$ cat config.mk
export PLATFORM = sky130hd
export DESIGN_NAME = max_exp_window_ctrl
export DESIGN_NICKNAME = d
export VERILOG_FILES = /design/src/rtl/max_exp_window_ctrl.sv
export SDC_FILE = /design/constraint.sdc
export NUM_CORES = 1
export LEC_CHECK = 0
export CORE_MARGIN = 4
export CORE_UTILIZATION = 40
export CTS_CLUSTER_DIAMETER = 150
export DETAILED_ROUTE_END_ITERATION = 8
export HOLD_SLACK_MARGIN = 0.1
export SYNTH_ARGS = -nofsm -noshare
export SYNTH_HDL_FRONTEND = slang
export SYNTH_SLANG_ARGS = --single-unit
$ cat constraint.sdc
create_clock -name clk -period 4.87 [get_ports clk]
set_input_delay 0.974 -clock clk [delete_from_list [all_inputs] [get_ports clk]]
set_output_delay 0.974 -clock clk [all_outputs]
set_load 0.02 [all_outputs]
$ cat src/rtl/max_exp_window_ctrl.sv
// -----------------------------------------------------------------------------
// max_exp_window_ctrl
//
// Buffered maximum-exponent controller for the 9-term FP16 MAC alignment
// stage. It collects one exponent/skip pair per accepted beat, reports the
// window maximum, then streams one alignment shift per term (max - exp) to the
// mantissa shifter in arrival order.
//
// Optional feature: define MAXEXP_SHIFT_SAT_EN to clamp shift_amt at
// SHIFT_MAX and flag the clamp on shift_sat. Without the macro, shift_amt
// carries the full difference and shift_sat is held at 0.
//
// Ports
//   clk, rst     clock; synchronous active-high reset
//   in_valid     exponent beat offered          (in)
//   in_ready     controller accepts a beat      (out)
//   in_exp       term exponent                  (in,  EXP_W)
//   in_skip      term skipped, exponent as 0    (in)
//   max_valid    one-cycle pulse on max_exp update (out)
//   max_exp      window maximum, held until next report (out, EXP_W)
//   shift_valid  shift beat presented           (out)
//   shift_ready  downstream accepts shift beat  (in)
//   shift_amt    max_exp - term exponent        (out, EXP_W)
//   shift_skip   term was skipped               (out)
//   shift_idx    term index in arrival order    (out, 4)
//   shift_last   marks term N-1                 (out)
//   shift_sat    shift_amt was clamped          (out)
//   busy         not idle in COLLECT with cnt=0 (out)
//
// Handshake: a beat transfers on a rising edge where valid and ready are both
// high. A producer holds its payload stable while valid is high and ready is
// low; valid never depends combinationally on ready. Every output here is a
// flop, so there is no combinational path from in_valid or shift_ready to any
// output.
// -----------------------------------------------------------------------------
module max_exp_window_ctrl #(
    parameter int EXP_W     = 6,
    parameter int N         = 9,
    parameter int SHIFT_MAX = 15
) (
    input  logic             clk,
    input  logic             rst,
    input  logic             in_valid,
    output logic             in_ready,
    input  logic [EXP_W-1:0] in_exp,
    input  logic             in_skip,
    output logic             max_valid,
    output logic [EXP_W-1:0] max_exp,
    output logic             shift_valid,
    input  logic             shift_ready,
    output logic [EXP_W-1:0] shift_amt,
    output logic             shift_skip,
    output logic [3:0]       shift_idx,
    output logic             shift_last,
    output logic             shift_sat,
    output logic             busy
);

`ifdef MAXEXP_SHIFT_SAT_EN
    localparam bit SAT_EN = 1'b1;
`else
    localparam bit SAT_EN = 1'b0;
`endif

    localparam logic [3:0]       LAST        = 4'(N - 1);
    localparam logic [EXP_W-1:0] SHIFT_CLAMP = SHIFT_MAX[EXP_W-1:0];

    typedef enum logic [1:0] {
        COLLECT = 2'd0,
        REPORT  = 2'd1,
        DRAIN   = 2'd2
    } state_t;

    state_t           state_q, state_d;
    logic [3:0]       cnt_q, cnt_d;
    logic [3:0]       idx_q, idx_d;
    logic [EXP_W-1:0] run_max_q, run_max_d;
    logic [EXP_W-1:0] exp_buf [N];
    logic [N-1:0]     skip_buf;

    logic             accept_in;
    logic             accept_shift;
    logic             last_shift;
    logic             load_shift;
    logic [EXP_W-1:0] in_exp_eff;
    logic [EXP_W-1:0] diff;
    logic [EXP_W-1:0] amt_d;
    logic             sat_d;
    logic             skip_d;

    // ---------------------------------------------------------------- next state
    always_comb begin
        state_d      = state_q;
        cnt_d        = cnt_q;
        idx_d        = idx_q;
        run_max_d    = run_max_q;
        accept_in    = (state_q == COLLECT) && in_valid;
        accept_shift = (state_q == DRAIN) && shift_valid && shift_ready;
        last_shift   = (idx_q == LAST);
        in_exp_eff   = in_skip ? '0 : in_exp;

        case (state_q)
            COLLECT: begin
                if (accept_in) begin
                    // Strict compare: ties keep the current maximum.
                    if (in_exp_eff > run_max_q) begin
                        run_max_d = in_exp_eff;
                    end
                    if (cnt_q == LAST) begin
                        cnt_d   = '0;
                        state_d = REPORT;
                    end else begin
                        cnt_d = cnt_q + 4'd1;
                    end
                end
            end
            REPORT: begin
                state_d = DRAIN;
                idx_d   = '0;
            end
            DRAIN: begin
                if (accept_shift) begin
                    if (last_shift) begin
                        state_d   = COLLECT;
                        cnt_d     = '0;
                        idx_d     = '0;
                        run_max_d = '0;
                    end else begin
                        idx_d = idx_q + 4'd1;
                    end
                end
            end
            default: begin
                state_d   = COLLECT;
                cnt_d     = '0;
                idx_d     = '0;
                run_max_d = '0;
            end
        endcase
    end

    // ------------------------------------------------------- shift beat payload
    // The next beat is loaded when leaving REPORT (idx 0) and on every
    // non-final downstream accept. max_exp is already valid during REPORT, so
    // the subtraction always uses the registered maximum, which bounds every
    // stored exponent and cannot underflow.
    always_comb begin
        load_shift = (state_q == REPORT) || (accept_shift && !last_shift);
        skip_d     = skip_buf[idx_d];
        diff       = max_exp - exp_buf[idx_d];
        amt_d      = diff;
        sat_d      = 1'b0;
        if (skip_d) begin
            amt_d = '0;
        end else if (SAT_EN && (diff > SHIFT_CLAMP)) begin
            amt_d = SHIFT_CLAMP;
            sat_d = 1'b1;
        end
    end

    // ------------------------------------------------------------- registers
    always_ff @(posedge clk) begin
        if (rst) begin
            state_q     <= COLLECT;
            cnt_q       <= '0;
            idx_q       <= '0;
            run_max_q   <= '0;
            skip_buf    <= '0;
            for (int i = 0; i < N; i++) begin
                exp_buf[i] <= '0;
            end
            in_ready    <= 1'b1;
            max_valid   <= 1'b0;
            max_exp     <= '0;
            shift_valid <= 1'b0;
            shift_amt   <= '0;
            shift_skip  <= 1'b0;
            shift_idx   <= '0;
            shift_last  <= 1'b0;
            shift_sat   <= 1'b0;
            busy        <= 1'b0;
        end else begin
            state_q   <= state_d;
            cnt_q     <= cnt_d;
            idx_q     <= idx_d;
            run_max_q <= run_max_d;

            if (accept_in) begin
                exp_buf[cnt_q]  <= in_exp_eff;
                skip_buf[cnt_q] <= in_skip;
            end

            in_ready  <= (state_d == COLLECT);
            max_valid <= (state_d == REPORT);
            busy      <= !((state_d == COLLECT) && (cnt_d == '0));

            if (state_d == REPORT) begin
                max_exp <= run_max_d;
            end

            if (load_shift) begin
                shift_valid <= 1'b1;
                shift_amt   <= amt_d;
                shift_skip  <= skip_d;
                shift_idx   <= idx_d;
                shift_last  <= (idx_d == LAST);
                shift_sat   <= sat_d;
            end else if (accept_shift && last_shift) begin
                shift_valid <= 1'b0;
                shift_amt   <= '0;
                shift_skip  <= 1'b0;
                shift_idx   <= '0;
                shift_last  <= 1'b0;
                shift_sat   <= 1'b0;
            end
        end
    end

endmodule

==> impl_metrics.env <==
export IMPL_n_antenna_cell=0
export IMPL_finalCritPeriodShare=0.932
export IMPL_r2r_end="shift_amt[5]"
export IMPL_yosys_warnings=0
export IMPL_hp_class="register to register"
export IMPL_wl_met1_um=8250
export IMPL_finalHoldViolCount=0
export IMPL_wl_per_cell_um=19.8
export IMPL_drtIter0Drc=455
export IMPL_postPlaceCellArea_um2=7460
export IMPL_core_area_um2=16500
export IMPL_drive_above_1_share=0.119
export IMPL_yosys_cell_types_count=68
export IMPL_areaGrowthSynthToFinish_pct=20.5
export IMPL_drt_first_pass_iters=5
export IMPL_power_density_nw_per_um2=355
export IMPL_io_pins=34
export IMPL_finalPower_w=0.00287
export IMPL_insertion_delay_ps=420
export IMPL_critical_path_class="primary input to register"
export IMPL_post_cts_buffers=0
export IMPL_period_needed_ps=4540
export IMPL_cp_max_fo=22
export IMPL_track_usage=0.207
export IMPL_cts_sinks=143
export IMPL_netlist_top_cells_area="edfxtp_1, dfxtp_1, nand2_1"
export IMPL_min_path_cells=1
export IMPL_globalRouteOverflowTotal=0
export IMPL_status="finished clean"
export IMPL_power_leakage_nw=3.09
export IMPL_place_congestion=0.881
export IMPL_synth_area_um2=6710
export IMPL_grt_antenna_before_repair=0
export IMPL_crit_top_cell="a311oi_1"
export IMPL_synth_top_flop_cell="edfxtp_1"
export IMPL_drv_slew=0
export IMPL_max_slew_margin=0.214
export IMPL_r2r_cells=18
export IMPL_seq_area_frac_synth=0.570
export IMPL_hold_ws_ps=478
export IMPL_ys_ff_latch=143
export IMPL_grt_max_degree=32
export IMPL_arrival_ps=4880
export IMPL_drt_total_wl_um=18500
export IMPL_crit_chain="clkdlybuf4s50_1 > and3_2 > mux2i_4 > buf_12 > buf_4 > nand2_1 > and3_1 > a311oi_1 > a311o_1 > o31ai_1 > ha_1 > o21ai_0 > a2111oi_1 > a211o_1 > nor4b_1 > a311oi_1 > a2bb2oi_1"
export IMPL_end_kind="register"
export IMPL_ff2ff_setup_slack_ps=530
export IMPL_setup_violations_final=0
export IMPL_routed_via_density=5.48
export IMPL_layoutNonFillerInstCount=933
export IMPL_die_area_um2=18900
export IMPL_critPathMaxStageDelay_ps=560
export IMPL_syn_inst=643
export IMPL_synth_most_common_cell="nand2_1"
export IMPL_cp_required_ps=5210
export IMPL_die_x_um=138
export IMPL_cpMaxStageDelayCell="clkdlybuf4s50_1"
export IMPL_cts_buffer_depth=2
export IMPL_core_rowCount=47
export IMPL_dp_cells=901
export IMPL_wl_met2_um=8610
export IMPL_vdd_drop_max_uv=255
export IMPL_htreeDepth=4
export IMPL_place_hpwl_um=13700
export IMPL_async_flop_share=0
export IMPL_tritoncts="done"
export IMPL_hold_start="shift_amt[3]"
export IMPL_clock_skew_ps=7.88
export IMPL_numCtsBuffers=17
export IMPL_r2r_start="idx_q[0]"
export IMPL_fin_area_um2=8090
export IMPL_grt_first_pass_wirelength_um=28900
export IMPL_dr_total_vias=5111
export IMPL_rsz0062_at_grt="no"
export IMPL_antenna_left=0
export IMPL_clock_fmax_ghz=0.220
export IMPL_tightest_slew_ps=1180
export IMPL_hold_path_end="shift_amt[3]"
export IMPL_drv_cap=0
export IMPL_wl_met3_um=1360
export IMPL_io_buffers=32
export IMPL_synthTopCellsByCount="nand2_1, nor2_1, edfxtp_1"
export IMPL_synth_edf_count=96
export IMPL_synth_top_cell_area_share=0.429
export IMPL_start_kind="primary input"
export IMPL_clock_root_buffer="clkbuf_16"
export IMPL_synth_nets=672
export IMPL_grt_pass1_vias=4967
export IMPL_start_util=0.406
export IMPL_highest_layer="met4"
export IMPL_syn_area_per_cell_um2=10.4
export IMPL_cts_reportedPaths_clkPinSlew_ps=50
export IMPL_nNetsFinal=729
export IMPL_synth_top_cell_by_area="edfxtp_1"
export IMPL_drc_errors=0
export IMPL_die_h_um=138
## worst max path at each step
stage	from	to	slack, ps	cells past startpoint
6_report	shift_ready	shift_amt[5]	330	17
5_1_grt	shift_ready	shift_amt[5]	10	17
4_1_cts	shift_ready	shift_amt[5]	260	17
3_5_place_dp	shift_ready	shift_amt[5]	-170	17
3_3_place_gp	shift_ready	shift_amt[5]	70	17
2_1_floorplan	shift_ready	shift_amt[5]	670	18
## power breakdown
part           switching, W  internal, W
clock              0.000482     0.000901
combinational     0.0000992    0.0000565
sequential        0.0000127      0.00132
total              0.000593      0.00228
## cells by family (layout without fill, tap and decap cells)
group / after synthesis / in the layout / synth area share
and+or+nand+nor: 285 / 285 / 0.190
AOI/OAI and AO/OA: 114 / 114 / 0.132
muxes: 14 / 14 / 0.0259
adders and majority gates: 18 / 18 / 0.0347
buffers and inverters: 65 / 135 / 0.0438
DFF: 143 / 143 / 0.570
xor gates and xnor gates: 3 / 3 / 0.00391
other: 1 / 1 / 0.000559
## registers in the layout, indices dropped and copies added, names as in the netlist
register,flops
shift_last,1
busy,1
exp_buf,96
cnt_q,4
shift_skip,1
run_max_q,6
shift_idx,4
shift_valid,1
skip_buf,9
in_ready,1
shift_amt,6
state_q,2
max_exp,6
max_valid,1
idx_q,4
## routing by layer
layer	vias up	GRT usage
met3	19	0.0460
met2	224	0.329
met1	2454	0.283
met4	0	0.0610
li1	2414	-
met5	-	0
## what timing repair did
action,4_1_cts,5_1_grt
hold buffers,0,0
resized for setup,0,2
endpoints found under the setup margin,0,1
endpoints found under the hold margin,0,0
## critical path: cells and delay by family
family          cells  cell delay, ps
compound gates      8            1620
fa+ha+maj           1             310
buf+inv             3             920
mux                 1             280
simple gates        4             770
## layout by cell type, fill, tap and decap left out, types with 13 or more instances in the layout
cell type        instances
a21oi_1                 13
a311oi_1                16
and3_1                  18
buf_4                   35
clkbuf_16               17
clkdlybuf4s50_1         32
dfxtp_1                 47
edfxtp_1                96
ha_1                    17
inv_1                   33
nand2_1                105
nand3_1                 18
nor2_1                 100
## area by class of cell
cell class	count	area (um^2)
Clock inverter	13	194
Tap cell	220	275
Inverter	33	124
Sequential cell	143	3820
Clock buffer	19	433
Timing Repair Buffer	70	643
Multi-Input combinational cell	435	2600
Fill cell	1480	8430
## through the flow
stage               setup WS [ps]  utilization  TNS [ps]
floorplan                     671            -         0
global placement             69.5        0.452         0
detailed placement           -172        0.452      -172
CTS                           263        0.490         0
global route                 9.53        0.490         0
finish                        333        0.490         0
Power figures use the tool's default switching activity.
